===== config.mk =====
export PLATFORM = sky130hd
export DESIGN_NAME = intpol_mc_core
export DESIGN_NICKNAME = d
export VERILOG_FILES = /design/src/rtl/intpol_mc_pkg.sv /design/src/rtl/intpol_mc_lerp.sv /design/src/rtl/intpol_mc_core.sv
export SDC_FILE = /design/constraint.sdc
export NUM_CORES = 1
export LEC_CHECK = 0
export ABC_AREA = 1
export CAP_MARGIN = 20
export CORE_MARGIN = 1
export CORE_UTILIZATION = 57
export CTS_CLUSTER_DIAMETER = 30
export DETAILED_ROUTE_END_ITERATION = 6
export GPL_ROUTABILITY_DRIVEN = 0
export GPL_TIMING_DRIVEN = 1
export PLACE_DENSITY = 0.8
export SYNTH_ARGS = -nofsm -noshare
export SYNTH_HDL_FRONTEND = slang
export SYNTH_SLANG_ARGS = --single-unit

===== constraint.sdc =====
create_clock -name clk -period 7.3 [get_ports clk]
set_clock_uncertainty 0.1 [all_clocks]
set_input_delay 1.46 -clock clk [delete_from_list [all_inputs] [get_ports clk]]
set_output_delay 1.46 -clock clk [all_outputs]
set_load 0.1 [all_outputs]

===== src/rtl/intpol_mc_pkg.sv =====
// Shared types and helpers for the multi-channel interpolator core.
package intpol_mc_pkg;

    typedef enum logic [2:0] {
        ST_IDLE,
        ST_FETCH,
        ST_CAPTURE,
        ST_EMIT,
        ST_FINISH
    } state_t;

    localparam logic [1:0] MODE_LINEAR = 2'd0;
    localparam logic [1:0] MODE_HOLD   = 2'd1;
    localparam logic [1:0] MODE_BYPASS = 2'd2;

    // Upsample exponents above the supported maximum saturate to it.
    function automatic int unsigned clamp_log2_l(input int unsigned val, input int unsigned lmax);
        return (val > lmax) ? lmax : val;
    endfunction

    // Mode 3 is an alias of bypass, so only the upper mode bit matters.
    function automatic logic is_bypass(input logic [1:0] mode);
        return mode[1];
    endfunction

endpackage


===== src/rtl/intpol_mc_lerp.sv =====
// Per-channel combinational datapath: linear interpolation step or hold/bypass pass-through.
module intpol_mc_lerp
    import intpol_mc_pkg::*;
#(
    parameter int DATA_WIDTH = 32,
    parameter int LOG2_LMAX  = 4,
    parameter int LW         = 3
) (
    input  logic [DATA_WIDTH-1:0] x0,
    input  logic [DATA_WIDTH-1:0] x1,
    input  logic [LOG2_LMAX-1:0]  k,
    input  logic [LW-1:0]         log2_l,
    input  logic [1:0]            mode,
    output logic [DATA_WIDTH-1:0] y
);

    // Wide enough for (x1-x0)*k without overflow.
    localparam int PW = DATA_WIDTH + 1 + LOG2_LMAX;

    logic signed [DATA_WIDTH:0] diff;
    logic signed [PW-1:0]       diff_ext;
    logic signed [PW-1:0]       k_ext;
    logic signed [PW-1:0]       prod;
    logic signed [PW-1:0]       scaled;
    logic signed [PW-1:0]       sum;
    logic                       unused_sum_hi;

    // Arithmetic shift floors toward -inf; result stays between x0 and x1, so the low bits are exact.
    always_comb begin
        diff     = {x1[DATA_WIDTH-1], x1} - {x0[DATA_WIDTH-1], x0};
        diff_ext = {{LOG2_LMAX{diff[DATA_WIDTH]}}, diff};
        k_ext    = {{(PW-LOG2_LMAX){1'b0}}, k};
        prod     = diff_ext * k_ext;
        scaled   = prod >>> log2_l;
        sum      = scaled + {{(PW-DATA_WIDTH){x0[DATA_WIDTH-1]}}, x0};
        if (mode == MODE_LINEAR) begin
            y = sum[DATA_WIDTH-1:0];
        end else begin
            y = x1;
        end
    end

    assign unused_sum_hi = ^sum[PW-1:DATA_WIDTH];

endmodule


===== src/rtl/intpol_mc_core.sv =====
// Multi-channel interpolator: lockstep FIFO fetch, L outputs per input step, stall and done status.
module intpol_mc_core
    import intpol_mc_pkg::*;
#(
    parameter int NUM_CH     = 2,
    parameter int DATA_WIDTH = 32,
    parameter int LOG2_LMAX  = 4,
    parameter int LEN_W      = 16
) (
    input  logic                         clk,
    input  logic                         rst_a,
    input  logic                         start,
    input  logic [$clog2(LOG2_LMAX+1)-1:0] cfg_log2_l,
    input  logic [1:0]                   cfg_mode,
    input  logic [LEN_W-1:0]             cfg_len,
    input  logic                         empty_i,
    input  logic                         afull_i,
    output logic                         rd_en_o,
    input  logic [NUM_CH*DATA_WIDTH-1:0] din,
    output logic                         wr_en_o,
    output logic [NUM_CH*DATA_WIDTH-1:0] dout,
    output logic                         busy_o,
    output logic                         stop_empty_o,
    output logic                         stop_afull_o,
    output logic                         done_o
);

    localparam int LW = $clog2(LOG2_LMAX+1);
    localparam int KW = LOG2_LMAX;
    localparam int BW = NUM_CH*DATA_WIDTH;

    state_t               state_reg, state_next;
    logic [LW-1:0]        log2_l_reg;
    logic [1:0]           mode_reg;
    logic [LEN_W-1:0]     len_reg;
    logic [LEN_W-1:0]     n_reg;
    logic [KW-1:0]        k_reg;
    logic [BW-1:0]        x0_reg;
    logic [BW-1:0]        x1_reg;
    logic [BW-1:0]        f_val;
    logic [KW:0]          lact_m1;
    logic                 accept;
    logic                 issue;
    logic                 k_last;
    logic                 n_last;

    // A start coinciding with the done pulse is dropped so one run can't chain into the next by accident.
    assign accept = start && (state_reg == ST_IDLE) && !done_o;
    assign issue  = (state_reg == ST_EMIT) && !afull_i;
    assign k_last = ({1'b0, k_reg} == lact_m1);
    assign n_last = (({1'b0, n_reg} + (LEN_W+1)'(1)) == {1'b0, len_reg});

    // Last output index within one input step: L-1, or 0 in bypass.
    always_comb begin
        lact_m1 = '0;
        if (!is_bypass(mode_reg)) begin
            lact_m1 = ((KW+1)'(1) << log2_l_reg) - (KW+1)'(1);
        end
    end

    genvar gi;
    generate
        for (gi = 0; gi < NUM_CH; gi++) begin : g_ch
            intpol_mc_lerp #(
                .DATA_WIDTH (DATA_WIDTH),
                .LOG2_LMAX  (LOG2_LMAX),
                .LW         (LW)
            ) u_lerp (
                .x0     (x0_reg[gi*DATA_WIDTH +: DATA_WIDTH]),
                .x1     (x1_reg[gi*DATA_WIDTH +: DATA_WIDTH]),
                .k      (k_reg),
                .log2_l (log2_l_reg),
                .mode   (mode_reg),
                .y      (f_val[gi*DATA_WIDTH +: DATA_WIDTH])
            );
        end
    endgenerate

    // State register.
    always_ff @(posedge clk or negedge rst_a) begin
        if (!rst_a) begin
            state_reg <= ST_IDLE;
        end else begin
            state_reg <= state_next;
        end
    end

    // Next-state logic.
    always_comb begin
        state_next = state_reg;
        case (state_reg)
            ST_IDLE: begin
                if (accept) begin
                    state_next = (cfg_len == '0) ? ST_FINISH : ST_FETCH;
                end
            end
            ST_FETCH: begin
                if (!empty_i) begin
                    state_next = ST_CAPTURE;
                end
            end
            ST_CAPTURE: state_next = ST_EMIT;
            ST_EMIT: begin
                if (issue && k_last) begin
                    state_next = n_last ? ST_FINISH : ST_FETCH;
                end
            end
            ST_FINISH: state_next = ST_IDLE;
            default:   state_next = ST_IDLE;
        endcase
    end

    // Combinational strobes and status derived from the current state.
    always_comb begin
        busy_o       = (state_reg != ST_IDLE);
        rd_en_o      = (state_reg == ST_FETCH) && !empty_i;
        stop_empty_o = (state_reg == ST_FETCH) && empty_i;
        stop_afull_o = (state_reg == ST_EMIT) && afull_i;
    end

    // Registered output word, its valid strobe and the end-of-run pulse.
    always_ff @(posedge clk or negedge rst_a) begin
        if (!rst_a) begin
            wr_en_o <= 1'b0;
            dout    <= '0;
            done_o  <= 1'b0;
        end else begin
            wr_en_o <= issue;
            done_o  <= (state_reg == ST_FINISH);
            if (issue) begin
                dout <= f_val;
            end
        end
    end

    // Config latch, sample pair and step/sample counters.
    always_ff @(posedge clk or negedge rst_a) begin
        if (!rst_a) begin
            log2_l_reg <= '0;
            mode_reg   <= MODE_LINEAR;
            len_reg    <= '0;
            n_reg      <= '0;
            k_reg      <= '0;
            x0_reg     <= '0;
            x1_reg     <= '0;
        end else begin
            if (accept) begin
                log2_l_reg <= LW'(clamp_log2_l(int'(cfg_log2_l), int'(LOG2_LMAX)));
                mode_reg   <= cfg_mode;
                len_reg    <= cfg_len;
                n_reg      <= '0;
                k_reg      <= '0;
                x0_reg     <= '0;
            end
            if (state_reg == ST_CAPTURE) begin
                x1_reg <= din;
                k_reg  <= '0;
            end
            if (issue) begin
                if (k_last) begin
                    x0_reg <= x1_reg;
                    n_reg  <= n_reg + LEN_W'(1);
                    k_reg  <= '0;
                end else begin
                    k_reg <= k_reg + KW'(1);
                end
            end
        end
    end

endmodule


==> flow_metrics.env, run 1 <==
export IMPL_start_util=0.5808
export IMPL_syn_cell_area_um2=28550
export IMPL_io_buffer_count=159
export IMPL_synth_warnings=0
export IMPL_synth_compound_area_frac=0.1600
export IMPL_synth_top_area_share=0.2086
export IMPL_hpwl_mm=77.37
export IMPL_grt_max_degree=127
export IMPL_synth_top_family_by_area="simple AND/OR/NAND/NOR gates"
export IMPL_lastStage="global routing"
export IMPL_overflow=250
export IMPL_htree_num_levels=2
export IMPL_root_buffer="clkbuf_16"
export IMPL_synth_xor_area_frac=0.05606
export IMPL_clock_path_buffers=3
export IMPL_synth_edf_count=0
export IMPL_placed_area_um2=36710
export IMPL_die_h_um=225.8
export IMPL_muxShareOfSynthArea=0.009117
export IMPL_die_x_um=225.8
export IMPL_synth_area_leaders="dfrtp_1 21%, ha_1 12%, nand2_1 11%"
export IMPL_worst_ep_kind="register data pin"
export IMPL_ys_ff_latch=238
export IMPL_yosys_area_top_type="dfrtp_1"
export IMPL_syn_area_per_cell_um2=6.991
export IMPL_synthesis_nets=4590
export IMPL_rows=81
export IMPL_cts_sinks=238
export IMPL_synth_most_common_cell="nand2_1"
export IMPL_synthCells=4083
export IMPL_ys_flop_type="dfrtp_1"
export IMPL_grt_use_total=0.8440
export IMPL_cts_made_buffers=40
export IMPL_num_io_pins=160
export IMPL_async_flop_share=1.000
export IMPL_synth_seq_area_share=0.2086
export IMPL_worst_endpoint="dout[31]$_DFFE_PN0P_/D"
export IMPL_synth_commonest_cells="826 x nand2_1, 661 x inv_1, 372 x nor2_1"
export IMPL_synthAdderAreaFrac=0.2185
export IMPL_firstError="[ERROR GRT-0232] Routing congestion too high. Check the congestion heatmap in the GUI."
export IMPL_synth_cell_types=66
export IMPL_status="aborted with a tool error"
export IMPL_synthSimpleGateAreaFrac=0.2408
[kinds of logic after synthesis]
kind of cell,count (synthesis)
multiplexers,26
buffers and inverters,800
XOR/XNOR,181
flip-flops,238
AND/OR/NAND/NOR,1629
AO/OA/AOI/OAI,792
adder cells (fa/ha/maj),417
[stage by stage]
stage                     hold slack [ns]  cells    util  setup WS, ns  TNS, ns
after CTS                          0.3868   5719  0.8058       -0.6823   -14.15
after detailed placement           0.3694   5605  0.7469        -1.143   -22.24
after global placement             0.3440   5605  0.7469        -1.044   -16.18
after floorplan                    0.3290   4083       -        0.1851        0
[layer usage]
layer,global-route usage,overflow
met1,0.8317,12
met2,0.9457,103
met3,0.7620,21
met4,0.8405,111
met5,0.6168,3
[what timing repair did]
| action | 4_1_cts |
|---|---|
| pin swaps | 69 |
| hold buffers | 0 |
| setup buffers | 40 |
| setup endpoints to repair | 43 |
| gates cloned | 0 |
| gates resized for setup | 232 |
==> inputs of run 2 (changes only) <==
--- a/config.mk
+++ b/config.mk
@@ -8,12 +8,11 @@
 export ABC_AREA = 1
 export CAP_MARGIN = 20
 export CORE_MARGIN = 1
-export CORE_UTILIZATION = 57
-export CTS_CLUSTER_DIAMETER = 30
+export CORE_UTILIZATION = 40
 export DETAILED_ROUTE_END_ITERATION = 6
 export GPL_ROUTABILITY_DRIVEN = 0
 export GPL_TIMING_DRIVEN = 1
-export PLACE_DENSITY = 0.8
+export PLACE_DENSITY_LB_ADDON = 0.15
 export SYNTH_ARGS = -nofsm -noshare
 export SYNTH_HDL_FRONTEND = slang
 export SYNTH_SLANG_ARGS = --single-unit
==> constraint.sdc (replaced) <==
create_clock -name clk -period 9.5 [get_ports clk]
set_clock_uncertainty 0.1 [all_clocks]
set_input_delay 1.9 -clock clk [delete_from_list [all_inputs] [get_ports clk]]
set_output_delay 1.9 -clock clk [all_outputs]
set_load 0.1 [all_outputs]
==> flow_metrics.env, run 2 <==
export IMPL_status="finished, final reports clean"
export IMPL_finalNonFillerCells=5130
export IMPL_rows=97
export IMPL_drtPass1Iterations=6
export IMPL_worstSetupPathType="flop to flop"
export IMPL_endpoint_kind="flop"
export IMPL_critPathMaxStageDelay_ns=0.55
export IMPL_die_h_um=269.1
export IMPL_grt_pass1_wl_mm=148.3
export IMPL_most_common_layout_cells="825 x nand2_1, 657 x inv_1, 371 x nor2_1"
export IMPL_multi_input_area_um2=19570
export IMPL_critPathSlowestCell="fa_1"
export IMPL_fin_crit_sh=0.9483
export IMPL_syn_cell_area_um2=28550
export IMPL_synth_most_common_cell="nand2_1"
export IMPL_r2r_start="x1_reg[4]"
export IMPL_placed_area_um2=31010
export IMPL_synthAdderAreaFrac=0.2185
export IMPL_synth_warnings=0
export IMPL_slew_violations=0
export IMPL_final_common_cell="nand2_1"
export IMPL_cts_hold_buf=0
export IMPL_synth_cell_types=66
export IMPL_synth_top_family_by_area="simple AND/OR/NAND/NOR gates"
export IMPL_async_flop_share=1.000
export IMPL_muxShareOfSynthArea=0.009117
export IMPL_cts_sinks=238
export IMPL_syn_area_per_cell_um2=6.991
export IMPL_drc_errors=0
export IMPL_tritoncts="yes"
export IMPL_fin_area_um2=32040
export IMPL_crit_start="x1_reg[4]"
export IMPL_synth_commonest_cells="826 x nand2_1, 661 x inv_1, 372 x nor2_1"
export IMPL_root_buffer="clkbuf_16"
export IMPL_wirelength_mm=94.32
export IMPL_fmax_mhz=111.0
export IMPL_grt_pass1_vias=26160
export IMPL_drt_vias_per_instance=5.347
export IMPL_synthesis_nets=4590
export IMPL_fillers=7333
export IMPL_setup_viol=0
export IMPL_coreArea_um2=70270
export IMPL_setup_tns_final_ns=0
export IMPL_post_cts_buffers=0
export IMPL_cts_made_buffers=29
export IMPL_synthCells=4083
export IMPL_clock_path_buffers=3
export IMPL_htree_num_levels=1
export IMPL_ant_nets=0
export IMPL_rsz0062_at_grt="false"
export IMPL_num_io_pins=160
export IMPL_path_clk_slew_ns=0.06
export IMPL_drt_iter0_drc=2232
export IMPL_min_period_ns=9.008
export IMPL_synth_xor_area_frac=0.05606
export IMPL_ys_ff_latch=238
export IMPL_grt_antenna_before_repair=1
export IMPL_die_x_um=269.1
export IMPL_met1_usage=0.3948
export IMPL_start_kind="flop"
export IMPL_grt_use_total=0.2559
export IMPL_worst_skew_pair_late_latency_ns=0.56
export IMPL_synth_top_area_share=0.2086
export IMPL_io_buffer_count=159
export IMPL_start_util=0.4062
export IMPL_hpwl_mm=75.70
export IMPL_area_delta_synth_final_pct=12.26
export IMPL_n_antenna_cell=0
export IMPL_die_area_um2=72440
export IMPL_synth_seq_area_share=0.2086
export IMPL_yosys_area_top_type="dfrtp_1"
export IMPL_postCtsResizedCells=0
export IMPL_crit_family="compound AO/OA/AOI/OAI gates"
export IMPL_placed_cells=5077
export IMPL_overflow=0
export IMPL_worst_slew_pin_slew_ns=1.056
export IMPL_nets=4675
export IMPL_holdCritPathClass="flop to flop"
export IMPL_grt_busiest_layer="met1"
export IMPL_hold_viol_final=0
export IMPL_synth_compound_area_frac=0.1600
export IMPL_min_from="state_reg[1]"
export IMPL_worst_path_buf_inv=3
export IMPL_required_ns=9.84
export IMPL_relSlewSlack=0.2941
export IMPL_grt_max_degree=120
export IMPL_dr_total_vias=27430
export IMPL_wl_per_cell_um=18.39
export IMPL_ys_flop_type="dfrtp_1"
export IMPL_max_cap_violations=0
export IMPL_synth_edf_count=0
export IMPL_synthSimpleGateAreaFrac=0.2408
export IMPL_seq_area_um2=5961
export IMPL_layout_drive_gt1_share=0.04535
export IMPL_gr_usage_met2=0.3765
export IMPL_arrival_ns=9.35
export IMPL_met3_usage=0.04684
export IMPL_synth_area_leaders="dfrtp_1 21%, ha_1 12%, nand2_1 11%"
export IMPL_path_max_fanout=6
## run 2: cell counts after synthesis
No cell type changed its count.
## run 2: stage by stage
| step | hold slack, ns | utilization | setup WS, ns |
|---|---|---|---|
| final | 0.3709 | 0.4560 | 0.4915 |
| after global routing | 0.4014 | 0.4560 | 0.02603 |
| after CTS | 0.3744 | 0.4560 | 0.6320 |
| after detailed placement | 0.3629 | 0.4413 | 0.6765 |
| after global placement | 0.3648 | 0.4413 | 0.5888 |
| after floorplan | 0.3290 | - | 2.385 |
## run 2: path summary, 6_finish.rpt
path                         endpoint  slack [ns]  cells past startpoint
max reg2reg                  dout[27]        0.49                     39
min reg2reg                    done_o        0.37                      1
max                          dout[27]        0.49                     39
max in group asynchronous  x1_reg[51]        6.46                      2
min in group asynchronous    dout[11]        1.35                      1
min                            done_o        0.37                      1
## run 2: area by class of cell
type,count,area share
clock buffers,37,0.02515
well taps,940,0.03670
clock inverters,16,0.007028
multi-input cells,3045,0.6108
repair buffers,185,0.05591
flip-flops and latches,238,0.1860
inverters,669,0.07844
## run 2: cell families (layout without fill, tap and decap cells)
group / count (synthesis) / count (layout)
xor+xnor: 181 / 181
compound gates: 792 / 792
flops: 238 / 238
simple gates: 1629 / 1629
fa+ha+maj: 417 / 417
buf+inv: 800 / 907
mux: 26 / 26
## run 2: per-layer routing
layer  up-vias  wire length, um
li1      13440                -
met1     13090            47130
met2       841            39080
met3        54             7286
met4         2              804
met5         -               11
Power of run 2 is not shown: default switching activity piles up to over one toggle a cycle in this logic, so the estimate is an artifact.
